### config.mk
export PLATFORM = sky130hd
export DESIGN_NAME = texel_serializer
export DESIGN_NICKNAME = d
export VERILOG_FILES = /design/src/rtl/texel_serializer.sv
export SDC_FILE = /design/constraint.sdc
export NUM_CORES = 1
export LEC_CHECK = 0
export CELL_PAD_IN_SITES_DETAIL_PLACEMENT = 0
export CELL_PAD_IN_SITES_GLOBAL_PLACEMENT = 1
export CORE_AREA = 3 3 230 142
export DETAILED_ROUTE_END_ITERATION = 10
export DIE_AREA = 0 0 233 145
export HOLD_SLACK_MARGIN = 0.02
export PLACE_DENSITY_LB_ADDON = 0.1
export SLEW_MARGIN = 10
export SYNTH_ARGS = -nofsm -noshare
export SYNTH_HDL_FRONTEND = slang
export SYNTH_SLANG_ARGS = --single-unit
### constraint.sdc
create_clock -name clk -period 2.5 [get_ports clk]
set_input_delay 0.375 -clock clk [delete_from_list [all_inputs] [get_ports clk]]
set_output_delay 0.375 -clock clk [all_outputs]
set_load 0.02 [all_outputs]
### src/rtl/texel_serializer.sv
// ---------------------------------------------------------------------------
// texel_serializer
//
// Purpose:
//    Takes one 168-bit texel from the texture pipeline and emits it as a framed
//    stream of 32-bit words into the AHB master's write buffer:
//       FRAME_START, header {24'd0, texel[167:160]}, five payload words
//       (texel[159:128] first, texel[31:0] last), FRAME_END.
//    One word is pushed per cycle. The block stalls while the write buffer
//    reports full.
//
// Optional feature:
//    TEXEL_SERIALIZER_CHECKSUM_EN - when defined, a checksum word (XOR of the
//    header and all five payload words) is inserted between the last payload
//    word and FRAME_END, giving a 9-word frame instead of 8.
//
// Parameters:
//    FRAME_START - first word of every frame (default 32'd0)
//    FRAME_END   - last word of every frame  (default 32'd1)
//
// Ports:
//    clk                   in   system clock, rising edge
//    n_rst                 in   synchronous active-low reset
//    texel_buffer [167:0]  in   texel to send, captured on an accept edge
//    texel_valid           in   producer has a texel on texel_buffer
//    ahb_buffer_full       in   write buffer cannot take a word this cycle
//    texel_accept          out  texel_buffer is captured at this edge
//    ahb_buffer [31:0]     out  word presented to the write buffer
//    ahb_user_write_buffer out  push strobe, one word per high edge
//    busy                  out  a frame is in progress
// ---------------------------------------------------------------------------
module texel_serializer #(
   parameter logic [31:0] FRAME_START = 32'd0,
   parameter logic [31:0] FRAME_END   = 32'd1
) (
   input  logic         clk,
   input  logic         n_rst,
   input  logic [167:0] texel_buffer,
   input  logic         texel_valid,
   input  logic         ahb_buffer_full,
   output logic         texel_accept,
   output logic [31:0]  ahb_buffer,
   output logic         ahb_user_write_buffer,
   output logic         busy
);

   typedef enum logic [2:0] {
      ST_IDLE  = 3'd0,
      ST_START = 3'd1,
      ST_HDR   = 3'd2,
      ST_DATA  = 3'd3,
      ST_CHK   = 3'd4,
      ST_END   = 3'd5
   } state_t;

   localparam logic [2:0] LAST_IDX = 3'd4;

   state_t         state_r;
   state_t         state_next_s;
   logic [2:0]     idx_r;
   logic [2:0]     idx_next_s;
   logic [167:0]   texel_q_r;
   logic [167:0]   texel_next_s;
   logic [31:0]    ahb_buffer_r;
   logic [31:0]    word_next_s;
   logic           busy_r;
   logic           busy_next_s;
   logic           push_s;
   logic           accept_s;

   // Payload word idx of a texel; word 0 is the most significant slice.
   function automatic logic [31:0] payload_word(input logic [167:0] texel,
                                                input logic [2:0]   idx);
      logic [31:0] word;
      case (idx)
         3'd0:    word = texel[159:128];
         3'd1:    word = texel[127:96];
         3'd2:    word = texel[95:64];
         3'd3:    word = texel[63:32];
         3'd4:    word = texel[31:0];
         default: word = 32'd0;
      endcase
      return word;
   endfunction

   // Header word carries the top byte of the texel, zero-extended.
   function automatic logic [31:0] header_word(input logic [167:0] texel);
      return {24'd0, texel[167:160]};
   endfunction

`ifdef TEXEL_SERIALIZER_CHECKSUM_EN
   // XOR checksum over the header and all five payload words.
   function automatic logic [31:0] frame_checksum(input logic [167:0] texel);
      return header_word(texel) ^ texel[159:128] ^ texel[127:96] ^
             texel[95:64] ^ texel[63:32] ^ texel[31:0];
   endfunction
`endif

   // Word presented on the bus for a given state/idx/texel combination.
   function automatic logic [31:0] word_of(input state_t       st,
                                           input logic [2:0]   idx,
                                           input logic [167:0] texel);
      logic [31:0] word;
      case (st)
         ST_IDLE:  word = 32'd0;
         ST_START: word = FRAME_START;
         ST_HDR:   word = header_word(texel);
         ST_DATA:  word = payload_word(texel, idx);
`ifdef TEXEL_SERIALIZER_CHECKSUM_EN
         ST_CHK:   word = frame_checksum(texel);
`endif
         ST_END:   word = FRAME_END;
         default:  word = 32'd0;
      endcase
      return word;
   endfunction

   // Handshake strobes decoded from registered state and the live inputs.
   always_comb begin
      accept_s = (state_r == ST_IDLE) & texel_valid;
      push_s   = (state_r != ST_IDLE) & ~ahb_buffer_full;
   end

   assign texel_accept          = accept_s;
   assign ahb_user_write_buffer = push_s;
   assign ahb_buffer            = ahb_buffer_r;
   assign busy                  = busy_r;

   // State register plus registered outputs; reset discards any frame in flight.
   always_ff @(posedge clk) begin
      if (!n_rst) begin
         state_r      <= ST_IDLE;
         idx_r        <= 3'd0;
         texel_q_r    <= 168'd0;
         ahb_buffer_r <= 32'd0;
         busy_r       <= 1'b0;
      end else begin
         state_r      <= state_next_s;
         idx_r        <= idx_next_s;
         texel_q_r    <= texel_next_s;
         ahb_buffer_r <= word_next_s;
         busy_r       <= busy_next_s;
      end
   end

   // Next-state logic: every non-idle state only advances on a push edge.
   always_comb begin
      state_next_s = state_r;
      idx_next_s   = idx_r;
      texel_next_s = texel_q_r;
      case (state_r)
         ST_IDLE: begin
            if (texel_valid) begin
               state_next_s = ST_START;
               idx_next_s   = 3'd0;
               texel_next_s = texel_buffer;
            end else begin
               state_next_s = ST_IDLE;
            end
         end
         ST_START: begin
            if (push_s) begin
               state_next_s = ST_HDR;
            end else begin
               state_next_s = ST_START;
            end
         end
         ST_HDR: begin
            if (push_s) begin
               state_next_s = ST_DATA;
            end else begin
               state_next_s = ST_HDR;
            end
         end
         ST_DATA: begin
            if (push_s) begin
               if (idx_r == LAST_IDX) begin
                  idx_next_s = 3'd0;
`ifdef TEXEL_SERIALIZER_CHECKSUM_EN
                  state_next_s = ST_CHK;
`else
                  state_next_s = ST_END;
`endif
               end else begin
                  idx_next_s = idx_r + 3'd1;
               end
            end else begin
               state_next_s = ST_DATA;
            end
         end
`ifdef TEXEL_SERIALIZER_CHECKSUM_EN
         ST_CHK: begin
            if (push_s) begin
               state_next_s = ST_END;
            end else begin
               state_next_s = ST_CHK;
            end
         end
`endif
         ST_END: begin
            if (push_s) begin
               state_next_s = ST_IDLE;
            end else begin
               state_next_s = ST_END;
            end
         end
         default: begin
            state_next_s = ST_IDLE;
            idx_next_s   = 3'd0;
         end
      endcase
   end

   // Output logic: precompute the word and busy flag of the next state so
   // that both outputs come straight from flops.
   always_comb begin
      word_next_s = word_of(state_next_s, idx_next_s, texel_next_s);
      busy_next_s = (state_next_s != ST_IDLE);
   end

endmodule

==> results.cfg <==
[outcome]
status = completed

[detailed_routing]
vias_per_cell = 4.647
met3_length_um = 1430
drc = 0
drt_iter0_drc = 541
vias = 8322
wl_per_cell_um = 18.52
routed.top_layer = met5
drt_wl_total_um = 33170
wl_met2_um = 13000
firstDrtPassIters = 4
drtAntennaViolNets = 0
met1Wirelength_um = 18270

[setup_path]
r2r-end = ahb_buffer[0]
r2r_setup_slack_ns = 0.09
cp-start-kind = register
endpoint_kind = output pin
setup.worst_path.class = register to output pin
startpoint = state_r[1]
critPathMaxFanout = 16
cp.arrival_ns = 2.05
reg2reg_depth = 8
crit_required_ns = 2.12
r2r_start = state_r[1]

[clock_network]
cts_sinks = 207
clkTransAtPathRegs_ns = 0.06
cts_buffers = 22
cts_max_path_buffers = 3
post-cts-setup-buffers = 0
cts_tree = done
h-tree-depth = 1
clockRootBuffer = clkbuf_16
insertion_delay_ns = 0.52

[worst_hold_path]
worstHoldStart = n_rst
min_path_cells = 3
whs_endpoint = state_r[1]
hold_class = input pin to register

[place]
dpl.hpwl_um = 23950
dpl_cell_area_um2 = 12310
port-buffer-count = 206
pre_cts_ws_ns = -0.5027
gp_congestion = 0.8042

[synth]
ys_warn_count = 0
synthesis.nets = 1278
synth_ff_type = dfxtp_1
ys_seq_area_share_pct = 45.22
syn_area_um2 = 9165
netlist_instances = 1104
postSynth.asyncResetShare_pct = 0
synth_enable_flop_cells = 0
synth_seq_cells = 207
synth.distinct_cells = 48
avgSynthCellArea_um2 = 8.302

[floorplanning]
initial_utilization_pct = 29.72
fp-row-count = 50
die_w_um = 233
die_area_um2 = 33790
die_h_um = 145
core_um2 = 30840
ioPinCount = 207

[global_routing]
grt_usage_pct = 19.24
antenna_found_initial = 2
grt_max_degree = 175
grt_pass1_vias = 8178
grt_pass1_wl_um = 50320
grt.overflow.total = 0

[timing]
slew_violations = 0
fin_crit_sh_pct = 96.81
grt_setup_unrepaired = yes
hold_viol = 0
setup_ws_ns = 0.07979
finalCriticalPeriod_ns = 2.420
setup_viol = 0
skew_ns = 0.008438
slew_headroom_pct = 53.27
max_freq_mhz = 413.2
tightest_slew_ns = 0.7009

[job]
maxCapViolations = 0

[finish]
syn2layout_area_growth_pct = 43.50
drive_gt1_share_pct = 14.07
nNetsFinal = 1530
fin_area_um2 = 13150

[power]
p_leak_nw = 5.011
vdd_drop_max_mv = 0.3612
p_per_area_nw_per_um2 = 640.4
[synth_stat cells (2+ instances only)]
library cell / number / area, um^2
a211o_1: 4 / 35.03
a211oi_1: 33 / 247.7
a21boi_0: 133 / 998.5
a21oi_1: 37 / 185.2
and2_1: 7 / 43.79
buf_2: 35 / 175.2
buf_4: 7 / 52.55
buf_6: 5 / 56.30
clkbuf_1: 42 / 157.7
dfxtp_1: 207 / 4144
ha_1: 2 / 25.02
inv_1: 4 / 15.01
mux2_2: 23 / 259.0
mux2i_1: 39 / 390.4
nand2_1: 309 / 1160
nand3_1: 5 / 25.02
nand3b_1: 2 / 15.01
nand4_1: 3 / 18.77
nor2_1: 74 / 277.8
nor2b_1: 40 / 250.2
nor3_1: 29 / 145.1
nor4_1: 2 / 12.51
o21a_1: 4 / 30.03
o21ai_0: 8 / 40.04
or3_1: 27 / 168.9
[through the flow]
step           hold WS (ns)  util [%]  cells  setup TNS [ns]  total power [mW]
6_report             0.3086     42.64   1791               0             8.423
5_1_grt              0.3118     42.62   1789       -0.005440             8.833
4_1_cts              0.2856     42.32   1787               0             8.516
3_5_place_dp         0.4543     39.91   1747          -14.18             5.090
3_3_place_gp         0.4501     39.91   1747          -12.46             5.086
2_1_floorplan        0.4363         -   1104               0             4.397
[cells in the final DEF (no fill, tap or decap), drive strengths merged, types with 2 or more instances in the layout]
cell             n
mux2i           39
inv              5
nor2            74
clkinv           2
clkbuf          38
or3             27
nand3b           2
mux2            23
a21oi           37
a211o            4
clkdlybuf4s50  204
nand2          311
ha               2
o21a             4
a211oi          33
nand3            5
nor2b           40
and2             7
nor4             2
dfxtp          207
diode            3
a21boi         134
buf            112
nand4            4
nor3            29
o21ai            9
[what timing repair did]
action                                 4_1_cts  5_1_grt
endpoints found under the hold margin        0        0
hold buffers                                 0        0
setup endpoints to repair                    2       14
gates resized for setup                      7       15
cloned                                       0        1
[worst max-delay path: stages, from the launching register on]
cell and delay [ns]:
dfxtp_1 0.35, or4b_4 0.59, buf_4 0.19, inv_12 0.12, buf_12 0.12, buf_2 0.16
[cells by family after synthesis]
group | after synthesis | share of synthesized area (%)
AO/OA/AOI/OAI | 234 | 18.50
adder cells (fa/ha/maj) | 2 | 0.2730
buffers and inverters | 94 | 5.078
flip-flops | 207 | 45.21
multiplexers | 62 | 7.085
AND/OR/NAND/NOR | 505 | 23.85
[routing by layer]
metal / GRT usage (%) / vias up
li1: - / 4212
met2: 26.45 / 154
met4: 3.014 / 2
met3: 3.571 / 37
met1: 31.00 / 3917
met5: 0 / -
[layout make-up]
type	count	area, um^2
Antenna cell	3	7.507
Clock buffer	37	698.2
Clock inverter	3	40.04
Fill cell	3113	17690
Inverter	5	31.28
Multi-Input combinational cell	803	4626
Sequential cell	207	4145
Tap cell	416	520.5
Timing Repair Buffer	317	3083
[report_power, final]
| group | internal [mW] | switching [mW] | total [mW] | leakage [nW] |
|---|---|---|---|---|
| logic | 0.723 | 0.703 | 1.43 | 2.95 |
| clock network | 2.00 | 1.38 | 3.38 | 0.364 |
| registers | 3.52 | 0.104 | 3.62 | 1.70 |
[worst max-delay path by stage]
stage	to	slack, ns	depth (start not counted)
after floorplan	ahb_buffer[23]	0.26	9
after global placement	ahb_buffer[26]	-0.48	10
after detailed placement	ahb_buffer[26]	-0.50	10
after CTS	ahb_buffer[13]	0.03	9
after global routing	ahb_buffer[0]	-0.004	8
final	texel_accept	0.08	5
[flip-flops by register name (all words and copies together), names as in the netlist]
signal	flops
busy	1
state_r	3
ahb_buffer	32
texel_q_r	168
idx_r	3
Power figures use the tool's default switching activity.
